**src/rtl/lb_dispatch_tree_if.sv**
```systemverilog
// rtl/lb_dispatch_tree_if.sv - request meta and dispatch decision handshakes of lb_dispatch_tree
interface lb_dispatch_tree_if #(
  parameter int HTTP_META_WIDTH = 98,
  parameter int N_REGIONS       = 4
);
  localparam int REGION_W = $clog2(N_REGIONS);

  logic                       meta_tvalid;
  logic                       meta_tready;
  logic [HTTP_META_WIDTH-1:0] meta_tdata;
  logic                       dec_valid;
  logic                       dec_ready;
  logic [REGION_W-1:0]        dec_region;
  logic [HTTP_META_WIDTH-1:0] dec_meta;
  logic                       dec_affinity;

  modport master (
    output meta_tvalid, meta_tdata, dec_ready,
    input  meta_tready, dec_valid, dec_region, dec_meta, dec_affinity
  );

  modport slave (
    input  meta_tvalid, meta_tdata, dec_ready,
    output meta_tready, dec_valid, dec_region, dec_meta, dec_affinity
  );
endinterface

```
**src/rtl/lb_dispatch_tree.sv**
```systemverilog
// rtl/lb_dispatch_tree.sv - least-load / affinity / round-robin request dispatcher with local in-flight tracking
module lb_dispatch_tree #(
  parameter int HTTP_META_WIDTH   = 98,
  parameter int OPERATOR_ID_WIDTH = 16,
  parameter int LOAD_BITS         = 4,
  parameter int INFLIGHT_BITS     = 4,
  parameter int N_REGIONS         = 4,
  parameter int MODE              = 0
) (
  input  logic                                               aclk,
  input  logic                                               aresetn,
  lb_dispatch_tree_if.slave                                  bus,
  input  logic [N_REGIONS*(OPERATOR_ID_WIDTH+LOAD_BITS)-1:0] region_stats_in,
  input  logic [N_REGIONS-1:0]                               region_en,
  input  logic [N_REGIONS-1:0]                               region_done
);
  localparam int RW      = $clog2(N_REGIONS);
  localparam int SW      = OPERATOR_ID_WIDTH + LOAD_BITS;
  localparam int EW      = LOAD_BITS + 1;
  localparam int LAYERS  = RW;
  localparam int EFF_MAX = (1 << EW) - 1;

  typedef enum logic [1:0] {IDLE, EVAL, OUT} state_t;

  typedef struct packed {
    logic          en;
    logic [EW-1:0] eff;
    logic          aff;
    logic [RW-1:0] rank;
    logic [RW-1:0] idx;
  } cand_t;

  state_t                     state;
  state_t                     state_nxt;
  logic [RW-1:0]              rr_ptr;
  logic [INFLIGHT_BITS-1:0]   inflight   [N_REGIONS];
  logic [HTTP_META_WIDTH-1:0] meta_q;
  logic [SW-1:0]              snap_stats [N_REGIONS];
  logic [INFLIGHT_BITS-1:0]   snap_infl  [N_REGIONS];
  logic [N_REGIONS-1:0]       snap_en;
  logic [RW-1:0]              dec_region_q;
  logic                       dec_affinity_q;
  logic [N_REGIONS-1:0]       infl_inc;
  logic                       take_snapshot;
  logic                       commit;
  logic                       dec_fire;
  // Padded to 2*N so pair indices never leave the array; unused slots stay disabled.
  cand_t                      tree [LAYERS+1][2*N_REGIONS];

  // rank is the cyclic distance from rr_ptr, so a smaller rank wins the final tie-break.
  function automatic cand_t pick(input cand_t a, input cand_t b);
    logic b_wins;
    if (a.en != b.en)                       b_wins = b.en;
    else if (MODE == 0 && a.eff != b.eff)   b_wins = (b.eff < a.eff);
    else if (MODE == 0 && a.aff != b.aff)   b_wins = b.aff;
    else                                    b_wins = (b.rank < a.rank);
    return b_wins ? b : a;
  endfunction

  always_comb begin
    int cnt;
    int sum;
    cnt = N_REGIONS;
    sum = 0;
    for (int l = 0; l <= LAYERS; l++)
      for (int i = 0; i < 2*N_REGIONS; i++)
        tree[l][i] = '0;
    for (int r = 0; r < N_REGIONS; r++) begin
      sum = int'(snap_stats[r][LOAD_BITS-1:0]) + int'(snap_infl[r]);
      tree[0][r].en   = snap_en[r];
      tree[0][r].eff  = (sum > EFF_MAX) ? EW'(EFF_MAX) : EW'(sum);
      tree[0][r].aff  = (snap_stats[r][SW-1:LOAD_BITS] == meta_q[OPERATOR_ID_WIDTH-1:0]);
      tree[0][r].rank = RW'((r + N_REGIONS - int'(rr_ptr)) % N_REGIONS);
      tree[0][r].idx  = RW'(r);
    end
    for (int l = 0; l < LAYERS; l++) begin
      for (int i = 0; i < N_REGIONS; i++) begin
        if (2*i + 1 < cnt)  tree[l+1][i] = pick(tree[l][2*i], tree[l][2*i+1]);
        else if (2*i < cnt) tree[l+1][i] = tree[l][2*i];
      end
      cnt = (cnt + 1) / 2;
    end
  end

  assign take_snapshot = (state == IDLE && bus.meta_tvalid) || (state == EVAL && !tree[LAYERS][0].en);
  assign commit        = (state == EVAL) && tree[LAYERS][0].en;
  assign dec_fire      = (state == OUT) && bus.dec_ready;

  always_comb begin
    state_nxt       = state;
    bus.meta_tready = 1'b0;
    bus.dec_valid   = 1'b0;
    case (state)
      IDLE: begin
        bus.meta_tready = aresetn;
        if (bus.meta_tvalid) state_nxt = EVAL;
      end
      EVAL: if (tree[LAYERS][0].en) state_nxt = OUT;
      OUT: begin
        bus.dec_valid = 1'b1;
        if (bus.dec_ready) state_nxt = IDLE;
      end
      default: state_nxt = IDLE;
    endcase
  end

  always_comb begin
    infl_inc = '0;
    for (int r = 0; r < N_REGIONS; r++)
      infl_inc[r] = dec_fire && (dec_region_q == RW'(r));
  end

  always_ff @(posedge aclk) begin
    if (!aresetn) begin
      state          <= IDLE;
      rr_ptr         <= '0;
      meta_q         <= '0;
      snap_en        <= '0;
      dec_region_q   <= '0;
      dec_affinity_q <= 1'b0;
      for (int r = 0; r < N_REGIONS; r++) begin
        inflight[r]   <= '0;
        snap_stats[r] <= '0;
        snap_infl[r]  <= '0;
      end
    end else begin
      state <= state_nxt;
      if (state == IDLE && bus.meta_tvalid) meta_q <= bus.meta_tdata;
      if (take_snapshot) begin
        snap_en <= region_en;
        for (int r = 0; r < N_REGIONS; r++) begin
          snap_stats[r] <= region_stats_in[r*SW +: SW];
          snap_infl[r]  <= inflight[r];
        end
      end
      if (commit) begin
        dec_region_q   <= tree[LAYERS][0].idx;
        dec_affinity_q <= tree[LAYERS][0].aff;
      end
      if (dec_fire)
        rr_ptr <= (dec_region_q == RW'(N_REGIONS - 1)) ? '0 : dec_region_q + 1'b1;
      // A dispatch and a retirement in the same cycle cancel out.
      for (int r = 0; r < N_REGIONS; r++) begin
        if (infl_inc[r] && !region_done[r] && inflight[r] != '1)
          inflight[r] <= inflight[r] + 1'b1;
        else if (region_done[r] && !infl_inc[r] && inflight[r] != '0)
          inflight[r] <= inflight[r] - 1'b1;
      end
    end
  end

  assign bus.dec_region   = dec_region_q;
  assign bus.dec_meta     = meta_q;
  assign bus.dec_affinity = dec_affinity_q;
endmodule

```
**src/flat_wrapper.sv**
```systemverilog
// flat-port wrapper written by rule: the top's interface ports become plain ports
module lb_dispatch_tree_flat 
#(
  parameter int HTTP_META_WIDTH   = 98,
  parameter int OPERATOR_ID_WIDTH = 16,
  parameter int LOAD_BITS         = 4,
  parameter int INFLIGHT_BITS     = 4,
  parameter int N_REGIONS         = 4,
  parameter int MODE              = 0
)
  (aclk, aresetn, region_stats_in, region_en, region_done, bus_meta_tvalid, bus_meta_tdata, bus_dec_ready, bus_meta_tready, bus_dec_valid, bus_dec_region, bus_dec_meta, bus_dec_affinity);
  lb_dispatch_tree_if #(.HTTP_META_WIDTH(HTTP_META_WIDTH), .N_REGIONS(N_REGIONS)) bus_i ();
  input  logic aclk;
  input  logic aresetn;
  input  logic [N_REGIONS*(OPERATOR_ID_WIDTH+LOAD_BITS)-1:0] region_stats_in;
  input  logic [N_REGIONS-1:0] region_en;
  input  logic [N_REGIONS-1:0] region_done;
  input wire logic [$bits(bus_i.meta_tvalid)-1:0] bus_meta_tvalid;
  input wire logic [$bits(bus_i.meta_tdata)-1:0] bus_meta_tdata;
  input wire logic [$bits(bus_i.dec_ready)-1:0] bus_dec_ready;
  output wire logic [$bits(bus_i.meta_tready)-1:0] bus_meta_tready;
  output wire logic [$bits(bus_i.dec_valid)-1:0] bus_dec_valid;
  output wire logic [$bits(bus_i.dec_region)-1:0] bus_dec_region;
  output wire logic [$bits(bus_i.dec_meta)-1:0] bus_dec_meta;
  output wire logic [$bits(bus_i.dec_affinity)-1:0] bus_dec_affinity;
  assign bus_i.meta_tvalid = bus_meta_tvalid;
  assign bus_i.meta_tdata = bus_meta_tdata;
  assign bus_i.dec_ready = bus_dec_ready;
  assign bus_meta_tready = bus_i.meta_tready;
  assign bus_dec_valid = bus_i.dec_valid;
  assign bus_dec_region = bus_i.dec_region;
  assign bus_dec_meta = bus_i.dec_meta;
  assign bus_dec_affinity = bus_i.dec_affinity;
  lb_dispatch_tree #(.HTTP_META_WIDTH(HTTP_META_WIDTH), .OPERATOR_ID_WIDTH(OPERATOR_ID_WIDTH), .LOAD_BITS(LOAD_BITS), .INFLIGHT_BITS(INFLIGHT_BITS), .N_REGIONS(N_REGIONS), .MODE(MODE)) u_core (.aclk(aclk), .aresetn(aresetn), .bus(bus_i), .region_stats_in(region_stats_in), .region_en(region_en), .region_done(region_done));
endmodule
```
**config.mk**
```make
export PLATFORM = sky130hd
export DESIGN_NAME = lb_dispatch_tree_flat
export DESIGN_NICKNAME = d
export VERILOG_FILES = /design/src/rtl/lb_dispatch_tree_if.sv /design/src/rtl/lb_dispatch_tree.sv /design/src/flat_wrapper.sv
export SDC_FILE = /design/constraint.sdc
export NUM_CORES = 1
export LEC_CHECK = 0
export ABC_AREA = 1
export CAP_MARGIN = 0
export CORE_MARGIN = 5
export CORE_UTILIZATION = 47
export DETAILED_ROUTE_END_ITERATION = 16
export DONT_BUFFER_PORTS = 1
export HOLD_SLACK_MARGIN = 0.08
export SLEW_MARGIN = 0
export SYNTH_ARGS = -nofsm -noshare
export SYNTH_HDL_FRONTEND = slang
export SYNTH_SLANG_ARGS = --single-unit
```
**constraint.sdc**
```tcl
create_clock -name aclk -period 5.6 [get_ports aclk]
set_clock_uncertainty 0.2 [all_clocks]
set_input_delay 1.12 -clock aclk [delete_from_list [all_inputs] [get_ports aclk]]
set_output_delay 1.12 -clock aclk [all_outputs]
set_load 0.01 [all_outputs]
```
=== Word level (Yosys, flattened, before mapping) ===
Memory sizes are Yosys's and may differ from the RTL's.
Index checks and enable logic that the tools add are counted.

* Register bits after elaboration: 109
* Latch bits: 0
* Bits in writable memories: 112
* ROM bits: 0
* Input bits: 190
* Output and inout bits: 103
* Memories: 3

* Add/sub/neg operators: 17
* Multiply operators: 0
* Div/mod/pow operators: 0
* Order comparisons: 10
* Eq/ne operators: 25
* Shifts and indexed selects: 0
* Mux-type cells: 71
* Bitwise logic cells: 16
* Reductions and logical operators: 41

{| class="wikitable"
|+ Memory list
! memory !! words !! bits a word !! read ports !! clocked after Yosys merged registers in !! write ports !! line !! text
|-
| u_core.snap_stats || 4 || 20 || 4 || 0 || 4 || lb_dispatch_tree.sv:38 || <nowiki>logic [SW-1:0] snap_stats [N_REGIONS];</nowiki>
|-
| u_core.inflight || 4 || 4 || 4 || 0 || 4 || lb_dispatch_tree.sv:36 || <nowiki>logic [INFLIGHT_BITS-1:0] inflight [N_REGIONS];</nowiki>
|-
| u_core.snap_infl || 4 || 4 || 4 || 0 || 4 || lb_dispatch_tree.sv:39 || <nowiki>logic [INFLIGHT_BITS-1:0] snap_infl [N_REGIONS];</nowiki>
|}

{| class="wikitable"
|+ Operator list
! cell !! count
|-
| $gt A32 B6 Y1 const B || 4
|-
| $mux W20 || 4
|-
| $eq A16 B16 Y1 || 4
|-
| $mux W4 || 12
|-
| $mux W1 || 43
|-
| $mux W11 || 3
|-
| $logic_and A1 B1 Y1 || 24
|-
| $add A4 B4 Y5 || 4
|-
| $mux W5 || 4
|-
| $add A4 B1 Y4 const B || 4
|-
| $ne A4 B4 Y1 const B || 4
|-
| $or A1 B1 Y1 || 16
|-
| $reduce_bool A4 Y1 || 4
|-
| $sub A4 B1 Y4 const B || 4
|-
| $lt A5 B5 Y1 || 3
|-
| $ne A5 B5 Y1 || 3
|-
| $logic_not A1 Y1 || 9
|-
| $mux W2 || 4
|-
| $eq A2 B2 Y1 const B || 3
|-
| $lt A2 B2 Y1 || 3
|-
| $ne A1 B1 Y1 || 6
|-
| $pmux W2 S3 || 1
|-
| $eq A2 B1 Y1 const B || 2
|-
| $logic_not A2 Y1 || 2
|-
| other kinds (7) || 10
|}

=== Logic depth before layout (Yosys ltp) ===
Gate-level depths: netlist of run 1.
An unclocked memory read counts as a cell.

* Depth in word-level cells: 20
* Depth in mapped cells: 28

=== Worst setup path after synthesis of run 1 ===
No wires, ideal clock.

* Path type: register to register
* Start point: memory u_core.snap_stats[2][0] in the netlist's numbering
* End point: memory u_core.snap_infl[0][0], enable pin
* Library setup time: 0.459 ns
* Data arrival time: 4.752 ns
* Required time: 4.941 ns
* Path slack: 0.189 ns
* Cell stages (with the launch flop): 18
* Buffers on the path: 0
* Cell sequence: edfxtp_1 ha_1 fa_1 xor2_1 inv_1 ha_1 inv_1 nor4b_1 nor3_1 a21oi_1 nand2_2 a21oi_2 inv_2 nor2_4 nand3_1 nand2_2 inv_1 nand2_1

{| class="wikitable"
|+ RTL lines
! item !! line
|-
| start: declaration || lb_dispatch_tree.sv:38
|-
| end: declaration || lb_dispatch_tree.sv:39
|}

==> flow_summary_export.csv, run 1 <==
group,metric,value,unit
outcome,status,"completed",
clocking,tritoncts,"yes",
timing,final.setup.tns,0,ps
timing,setup_ws,1018,ps
pwr,p_leak,5.527,nW
timing,fmax,218.2,MHz
die,io_pins,293,
setup_path,critPathRequiredTime,5820,ps
setup_path,crit_slowest_cell,"a21oi_1",
timing,worstMarginPinSlew,1058,ps
setup_path,worstSetupPathType,"reg -> reg",
clocking,clock_path_buffers,3,
drt,remaining_drc_errors,0,
timing,hold_viol,0,
drt,drt_first_iter_violations,406,
drt,vias,8038,
drt,drt-total-wl,26710,um
setup_path,arrival,4800,ps
drt,ant_nets,0,
synthesis,synth_nets,1559,
synthesis,postSynthRegisterBits,221,
synthesis,synth_area,11160,um^2
layout,drive_above_1_share,9.098,%
pwr,powerDensity,437.7,nW/um^2
layout,multi_input_area,4613,um^2
clocking,clock_sinks,221,
timing,timing.hold.ws,327.7,ps
setup_path,max_stage_delay,590,ps
clocking,path_clk_slew,60,ps
drt,wire_per_inst,16.27,um
layout,fin_nets,1544,
die,die_y,164.1,um
clocking,post-cts-setup-buffers,0,
global_route,track_usage,19.57,%
synthesis,synth_warnings,0,
die,die_x,164.1,um
die,core,23400,um^2
clocking,cts_root_buf,"clkbuf_16",
setup_path,cp_max_fo,12,
global_route,antenna_found_initial,4,
die,start_util,47.68,%
timing,rsz0062_at_grt,"false",
pwr,irDropWorstVdd,0.0002929,V
synthesis,synth.distinct_cells,42,
placed_design,gp_congestion,0.8032,
pwr,finalPower,5.354,mW
die,die_area,26930,um^2
die,rows,56,
timing,finalCritPeriodShare,81.83,%
layout,syn_to_final_growth,9.631,%
global_route,overflow,0,
clocking,htreeDepth,1,
placed_design,hpwl,19710,um
placed_design,pre_cts_slack,1039,ps
setup_path,end_kind,"register",
worst_hold_path,min_path_type,"reg -> reg",
synthesis,avgSynthCellArea,8.480,um^2
timing,slew_headroom,29.44,%
synthesis,netlist_instances,1316,
clocking,cts_made_buffers,25,
setup_path,critPathLaunchType,"register",
synthesis,ys_seq_area_share,49.69,%
drt,viasPerCell,4.895,
clocking,clock_latency,520,ps
clocking,cts_resized,0,
timing,post-route-min-period,4582,ps
layout,final_area,12230,um^2
clocking,postCtsHoldBufs,0,
drt,dr.pass1.iters,4,
timing,setup_viol,0,
global_route,grt_start_max_net_pins,114,
timing,slew_violations,0,
placed_design,portBuffers,0,
setup_path,path_cells,"ha_1 -> fa_1 -> xor2_1 -> inv_1 -> ha_1 -> inv_1 -> nor4b_1 -> a21boi_1 -> nand2_1 -> a21oi_1 -> o21ai_0 -> ha_1 -> a21oi_1 -> nor2_1 -> a211oi_1 -> a32oi_1 -> nand2_2 -> nand2_2 -> nand2_1 -> nand3_1 -> nand2_1 -> inv_1",
layout,layout.area.seq,5545,um^2
layout,fillers,2168,
placed_design,placed_area,11370,um^2
global_route,grt_pass1_vias,7879,
global_route,grt_pass1_wl,41710,um
run,cap_violations,0,
power breakdown:
| group | internal [mW] | leakage (nW) | switching (mW) |
|---|---|---|---|
| registers | 1.98 | 2.12 | 0.230 |
| clock network | 1.03 | 0.430 | 0.648 |
| logic | 0.541 | 2.98 | 0.919 |
| total | 3.56 | 5.53 | 1.80 |
placed cells by master (no fill, tap or decap), drive strengths merged:
master	instances
o32ai	1
o21ai	122
inv	204
or2	3
nor2	321
nand2	197
xor2	26
a21boi	1
fa	7
o2111ai	1
xnor2	17
o21bai	1
buf	4
clkinv	6
bufinv	2
nor3	6
nor4b	1
edfxtp	112
clkbuf	37
a32oi	1
ha	46
diode	4
a211oi	3
nand4	7
nor4	8
dfxtp	109
a21oi	40
a31oi	1
a22oi	1
nand3	34
final timing paths:
kind / start / end / slack [ps] / cells past startpoint
min: u_core.snap_en[1] / u_core.snap_en[1] / 330 / 2
max: u_core.snap_infl[2][0] / u_core.bus.dec_region[0] / 1020 / 22
max reg2reg: u_core.snap_infl[2][0] / u_core.bus.dec_region[0] / 1020 / 22
min reg2reg: u_core.snap_en[1] / u_core.snap_en[1] / 330 / 2
layout make-up:
| type | count | share of cell area (%) |
|---|---|---|
| flip-flops and latches | 221 | 45.33 |
| multi-input cells | 845 | 37.71 |
| inverters | 204 | 6.259 |
| clock buffers | 37 | 6.249 |
| well taps | 319 | 3.262 |
| clock inverters | 8 | 0.7670 |
| repair buffers | 4 | 0.3477 |
| diodes | 4 | 0.08182 |
synth_stat cells, drive strengths merged:
master	count	area, um^2
a21boi	1	7.510
inv	203	762.0
fa	7	140.1
o21ai	122	610.6
a21oi	40	215.2
nand4	7	43.79
nand3	34	170.2
ha	46	575.6
edfxtp	112	3363
xor2	26	227.7
o32ai	1	8.760
or2	3	18.77
a22oi	1	7.510
dfxtp	109	2182
a211oi	3	22.52
a31oi	1	6.260
o2111ai	1	8.760
clkinv	1	3.750
nor2	321	1500
clkbuf	31	116.4
nand2	197	759.5
a32oi	1	8.760
nor4	8	50.05
buf	15	142.6
nor4b	1	8.760
nor3	6	35.03
xnor2	17	156.4
o21bai	1	7.510
cells by family (layout without fill, tap and decap cells):
family | Yosys count | in the layout | share of synthesized area [%]
AND/OR/NAND/NOR | 577 | 577 | 23.18
AO/OA/AOI/OAI | 172 | 172 | 8.095
adder cells (fa/ha/maj) | 53 | 53 | 6.413
XOR/XNOR | 43 | 43 | 3.442
flip-flops | 221 | 221 | 49.69
other | 0 | 4 | 0
buffers and inverters | 250 | 253 | 9.183
registers in the layout (all words and copies together) (netlist names):
| name | count |
|---|---|
| u_core.inflight | 16 |
| u_core.bus.dec_meta | 98 |
| u_core.rr_ptr | 2 |
| u_core.snap_infl | 16 |
| u_core.state | 2 |
| u_core.bus.dec_affinity | 1 |
| u_core.bus.dec_region | 2 |
| u_core.snap_en | 4 |
| u_core.snap_stats | 80 |
metrics by stage:
step                      std cells  utilization, %
after detailed placement       1593           48.57
after floorplan                1316               -
after global placement         1593           48.57
final                          1642           52.28
after CTS                      1638           52.23
after global routing           1641           52.27
metal layers:
layer | vias to the layer above | share of wire, % | GRT usage [%]
met5 | - | 0.049 | 0
met4 | 2 | 3.0 | 6.100
met3 | 50 | 8.8 | 6.675
met2 | 229 | 48 | 33.29
met1 | 3632 | 40 | 23.40
li1 | 4125 | - | -
worst max-delay path: cells and delay by family, from the launching register on:
| kind | cells | cell delay, ps |
|---|---|---|
| AOI/OAI and AO/OA | 6 | 1460 |
| xor gates and xnor gates | 1 | 160 |
| adders and majority gates | 4 | 1260 |
| buffers and inverters | 3 | 160 |
| DFF | 1 | 380 |
| and+or+nand+nor | 8 | 850 |
No activity file was read; power rests on OpenSTA's default activity.
==> run 2: changes to the inputs <==
Clock period 5.6 ns to 4.05 ns, I/O delays scaled along.
==> run 2 against run 1 <==
Effect of this change: the run now ends with setup timing left; sequential power is 39% higher; critical path depth is 4 higher; sequential share of layout area is 2.9 points lower; critical endpoint unchanged; largest power group unchanged.
==> flow_summary_export.csv, run 2 (same netlist as run 1, synthesis figures left out) <==
group,metric,value,unit
pwr,p_leak,5.865,nW
timing,post-route-min-period,4136,ps
global_route,overflow,0,
layout,final_common_cell,"nor2_1",
setup_path,end_kind,"register",
global_route,grt_pass1_wl,43270,um
setup_path,critPathRequiredTime,4280,ps
timing,slew_headroom,54.83,%
clocking,cts_made_buffers,25,
setup_path,critPathLaunchType,"register",
die,rows,56,
outcome,violations,"setup timing",
timing,rsz0062_at_grt,"true",
timing,worstMarginPinSlew,671.4,ps
die,start_util,47.68,%
die,die_y,164.1,um
clocking,clock_latency,530,ps
drt,ant_nets,0,
die,io_pins,293,
clocking,cts_root_buf,"clkbuf_16",
timing,fmax,241.8,MHz
placed_design,pre_cts_slack,-117.5,ps
layout,largest_register_ffs,98,
timing,setup_viol,5,
drt,viasPerCell,4.957,
global_route,grt_pass1_vias,8252,
timing,slew_violations,0,
timing,timing.hold.ws,193.3,ps
clocking,clock_path_buffers,3,
die,core,23400,um^2
pwr,irDropWorstVdd,0.0002973,V
setup_path,worstSetupPathType,"reg -> reg",
timing,hold_viol,0,
run,cap_violations,0,
global_route,grt_start_max_net_pins,114,
clocking,htreeDepth,1,
placed_design,gp_congestion,0.8222,
drt,wire_per_inst,17.13,um
drt,vias,8397,
layout,syn_to_final_growth,17.09,%
global_route,antenna_found_initial,4,
clocking,path_clk_slew,60,ps
drt,dr.pass1.iters,5,
drt,remaining_drc_errors,0,
die,die_x,164.1,um
global_route,track_usage,20.23,%
placed_design,hpwl,20580,um
layout,fin_nets,1596,
drt,drt_first_iter_violations,495,
placed_design,portBuffers,0,
layout,layout_common_cells,"nor2_1, inv_1, nand2_1",
clocking,clock_sinks,221,
pwr,powerDensity,609.6,nW/um^2
drt,drt-total-wl,29020,um
timing,setup_ws,-85.58,ps
setup_path,cp_max_fo,5,
setup_path,arrival,4360,ps
clocking,tritoncts,"yes",
worst_hold_path,min_path_type,"in -> reg",
die,die_area,26930,um^2
outcome,status,"complete, but fails checks",
timing,finalCritPeriodShare,102.1,%
layout,drive_above_1_share,15.67,%
[run 2: layout make-up]
cell class / instances / area (um^2)
Antenna cell: 3 / 7.507
Multi-Input combinational cell: 847 / 4887
Clock buffer: 34 / 711.9
Sequential cell: 221 / 5545
Fill cell: 2132 / 10340
Inverter: 204 / 768.2
Tap cell: 319 / 399.1
Clock inverter: 12 / 73.82
Timing Repair Buffer: 54 / 673.1
[run 2: repair_timing]
item,CTS,global route
setup endpoints to repair,3,165
hold buffers,0,0
gates resized for setup,12,64
gates cloned,1,10
pin swaps,2,25
endpoints found under the hold margin,0,0
buffers inserted,1,19
[run 2: final timing paths]
| kind | startpoint | to | slack (ps) | depth (start not counted) |
|---|---|---|---|---|
| worst max-delay path | u_core.snap_infl[2][0] | u_core.bus.dec_region[0] | -90 | 26 |
| worst min-delay path | region_en[1] | u_core.snap_en[1] | 190 | 2 |
| worst max register to register | u_core.snap_infl[2][0] | u_core.bus.dec_region[0] | -90 | 26 |
| worst min register to register | u_core.rr_ptr[1] | u_core.rr_ptr[1] | 320 | 2 |
[run 2: critical path, cell delays in order (launching register included)]
cell      delay [ps]
edfxtp_1         370
ha_2             210
fa_2             380
nand2_2           90
nand2_2           70
a21oi_4          200
ha_4             170
nand2_4           60
nor4b_4          320
buf_4            160
nor3_2            40
a21oi_2          160
a21oi_2          100
buf_6            140
nand2_2           60
o21ai_2           50
ha_1             290
buf_4            100
nand2_1           50
nor2_2           100
nand2_1           80
a32oi_1          220
nand2_2          100
nand3_1           80
nand3_1           80
nand2_1           90
inv_1             40
[run 2: per-stage QoR]
stage               area, um^2  TNS (ps)  total power, mW  util, %  instances
floorplan                11170         0            4.696        -       1316
global placement         11610    -86.77            5.259    49.59       1615
detailed placement       11610    -333.4            5.312    49.59       1615
CTS                      12440         0            7.567    53.15       1663
global route             13070     -7189            8.482    55.83       1694
finish                   13070    -233.4            7.965    55.83       1694
[run 2: layer usage]
| metal | track usage, % | vias up | wire, um |
|---|---|---|---|
| li1 | - | 4229 | - |
| met5 | 0 | - | 13 |
| met4 | 4.804 | 2 | 461 |
| met1 | 24.23 | 3888 | 11430 |
| met2 | 35.16 | 243 | 14570 |
| met3 | 6.801 | 35 | 2544 |
[run 2: report_power, final]
| group | total, mW | internal, mW | leakage [nW] | switching (mW) |
|---|---|---|---|---|
| registers | 3.07 | 2.74 | 2.12 | 0.327 |
| logic | 2.73 | 1.17 | 3.35 | 1.55 |
| clock network | 2.17 | 1.24 | 0.396 | 0.927 |
==> run 3: changes to the inputs <==
--- a/config.mk
+++ b/config.mk
@@ -13,4 +13,5 @@
 export DONT_BUFFER_PORTS = 1
 export HOLD_SLACK_MARGIN = 0.08
+export SETUP_SLACK_MARGIN = 0.5
 export SLEW_MARGIN = 0
 export SYNTH_ARGS = -nofsm -noshare
--- a/constraint.sdc
+++ b/constraint.sdc
@@ -3,3 +3,3 @@
 set_input_delay 0.81 -clock aclk [delete_from_list [all_inputs] [get_ports aclk]]
 set_output_delay 0.81 -clock aclk [all_outputs]
-set_load 0.01 [all_outputs]
+set_load 0.02 [all_outputs]
==> run 3 against run 2 <==
Effect of this change: utilization up 5.7 points; clock power is 11% higher; largest power group unchanged; final cell count up 2.4%; global-route usage is 2.7 points higher; highest routed layer unchanged; the flow still finishes with violations (setup timing); combinational power increased by 13%; wire length increased by 8.7%.
==> flow_summary_export.csv, run 3 (same netlist as run 1, synthesis figures left out) <==
group,metric,value,unit
timing,post-route-min-period,4055,ps
timing,slew_headroom,28.92,%
global_route,grt_pass1_vias,8851,
layout,syn_to_final_growth,29.12,%
timing,hold_viol,0,
drt,met1Wirelength,12120,um
timing,finalCritPeriodShare,100.1,%
layout,fillers,1950,
layout,largest_register_ffs,98,
layout,final_common_cell,"nor2_1",
outcome,status,"complete, but fails checks",
die,die_x,164.1,um
global_route,grt_pass1_wl,47820,um
outcome,violations,"setup timing",
drt,top_layer,"met5",
timing,slew_violations,0,
drt,routed-wl-met2,15500,um
drt,wire_per_inst,18.18,um
die,core,23400,um^2
global_route,antenna_found_initial,7,
worst_hold_path,min_path_type,"in -> reg",
global_route,overflow,0,
placed_design,hpwl,20770,um
layout,drive_above_1_share,21.05,%
global_route,track_usage,22.93,%
setup_path,cp_max_fo,8,
clocking,cts_root_buf,"clkbuf_16",
setup_path,arrival,4280,ps
setup_path,max_stage_delay,370,ps
timing,setup_ws,-4.503,ps
clocking,clock_sinks,221,
placed_design,placed_area,11630,um^2
layout,fin_nets,1636,
setup_path,crit_slowest_cell,"edfxtp_1",
timing,setup_viol,2,
die,die_area,26930,um^2
timing,fmax,246.6,MHz
timing,final.setup.tns,-7.498,ps
clocking,path_clk_slew,60,ps
clocking,tritoncts,"yes",
placed_design,portBuffers,0,
clocking,postCtsHoldBufs,0,
drt,ant_nets,0,
die,die_y,164.1,um
timing,timing.hold.ws,194.3,ps
pwr,p_leak,6.335,nW
drt,viasPerCell,5.020,
die,rows,56,
pwr,finalPower,8.651,mW
placed_design,gp_congestion,0.8488,
clocking,htreeDepth,1,
clocking,clock_path_buffers,3,
setup_path,critPathLaunchType,"register",
timing,rsz0062_at_grt,"true",
drt,remaining_drc_errors,0,
setup_path,path_cells,"ha_2 -> fa_2 -> xor2_1 -> inv_1 -> ha_4 -> inv_4 -> nor4b_4 -> a21boi_2 -> nand2_2 -> a21oi_4 -> nand2_1 -> o21ai_1 -> ha_1 -> nand2_1 -> nor2_1 -> a211oi_2 -> a32oi_2 -> nand2_2 -> nand2_2 -> nand2_1 -> nand3_1 -> nand2_1 -> inv_1",
clocking,cts_made_buffers,26,
layout,layout_common_cells,"nor2_1, nand2_1, inv_1",
global_route,grt_start_max_net_pins,119,
setup_path,end_kind,"register",
drt,wl_met3,2901,um
drt,vias,8709,
pwr,powerDensity,600.4,nW/um^2
setup_path,crit_top_cell,"nand2_1",
clocking,clock_latency,550,ps
timing,worstMarginPinSlew,1066,ps
run,cap_violations,0,
drt,dr.pass1.iters,5,
placed_design,pre_cts_slack,-102.4,ps
layout,final_area,14410,um^2
die,start_util,47.68,%
setup_path,critPathRequiredTime,4280,ps
setup_path,worstSetupPathType,"reg -> reg",
pwr,irDropWorstVdd,0.0003563,V
drt,drt_first_iter_violations,481,
drt,drt-total-wl,31540,um
die,io_pins,293,
-- run 3: layout make-up --
cell class | count | area (um^2) | share of cell area, %
Clock inverter | 10 | 78.83 | 0.5471
Inverter | 204 | 777.0 | 5.393
Multi-Input combinational cell | 851 | 5290 | 36.71
Clock buffer | 36 | 845.8 | 5.870
Timing Repair Buffer | 89 | 1460 | 10.13
Sequential cell | 221 | 5545 | 38.49
Tap cell | 319 | 399.1 | 2.770
Antenna cell | 5 | 12.51 | 0.08684
-- run 3: worst paths after layout --
| path | startpoint | cells after the start | end | slack (ps) |
|---|---|---|---|---|
| setup / recovery | u_core.snap_stats[2][0] | 23 | u_core.bus.dec_region[0] | -5 |
| hold / removal | region_en[2] | 2 | u_core.snap_en[2] | 190 |
| setup reg to reg | u_core.snap_stats[2][0] | 23 | u_core.bus.dec_region[0] | -5 |
| hold reg to reg | u_core.bus.dec_meta[0] | 2 | u_core.bus.dec_meta[0] | 310 |
-- run 3: timing repair --
item	in CTS	in global routing
pin swaps	14	14
setup buffers	34	17
setup endpoints to repair	200	201
resized for setup	91	103
cloned	21	2
-- run 3: through the flow --
stage,instances,util (%)
after floorplan,1316,-
after global placement,1610,49.70
after detailed placement,1610,49.70
after CTS,1711,58.97
after global routing,1734,61.56
final,1735,61.57
-- run 3: routing by layer --
layer,global-route usage (%),vias to the layer above
met4,8.273,4
met5,0,-
met3,8.156,65
met2,39.05,292
li1,-,4337
met1,26.70,4011
-- run 3: power by group --
| group | switching [mW] | internal (mW) | total (mW) | leakage, nW |
|---|---|---|---|---|
| combinational | 1.72 | 1.37 | 3.09 | 3.75 |
| sequential | 0.409 | 2.74 | 3.15 | 2.12 |
| clock | 0.940 | 1.47 | 2.41 | 0.464 |
-- run 3: critical path, delay by kind of cell (launching register included) --
family / cells / cell delay (ps)
adders and majority gates: 4 / 1110
and+or+nand+nor: 10 / 1000
AOI/OAI and AO/OA: 5 / 930
DFF: 1 / 370
buffers and inverters: 3 / 180
xor gates and xnor gates: 1 / 150
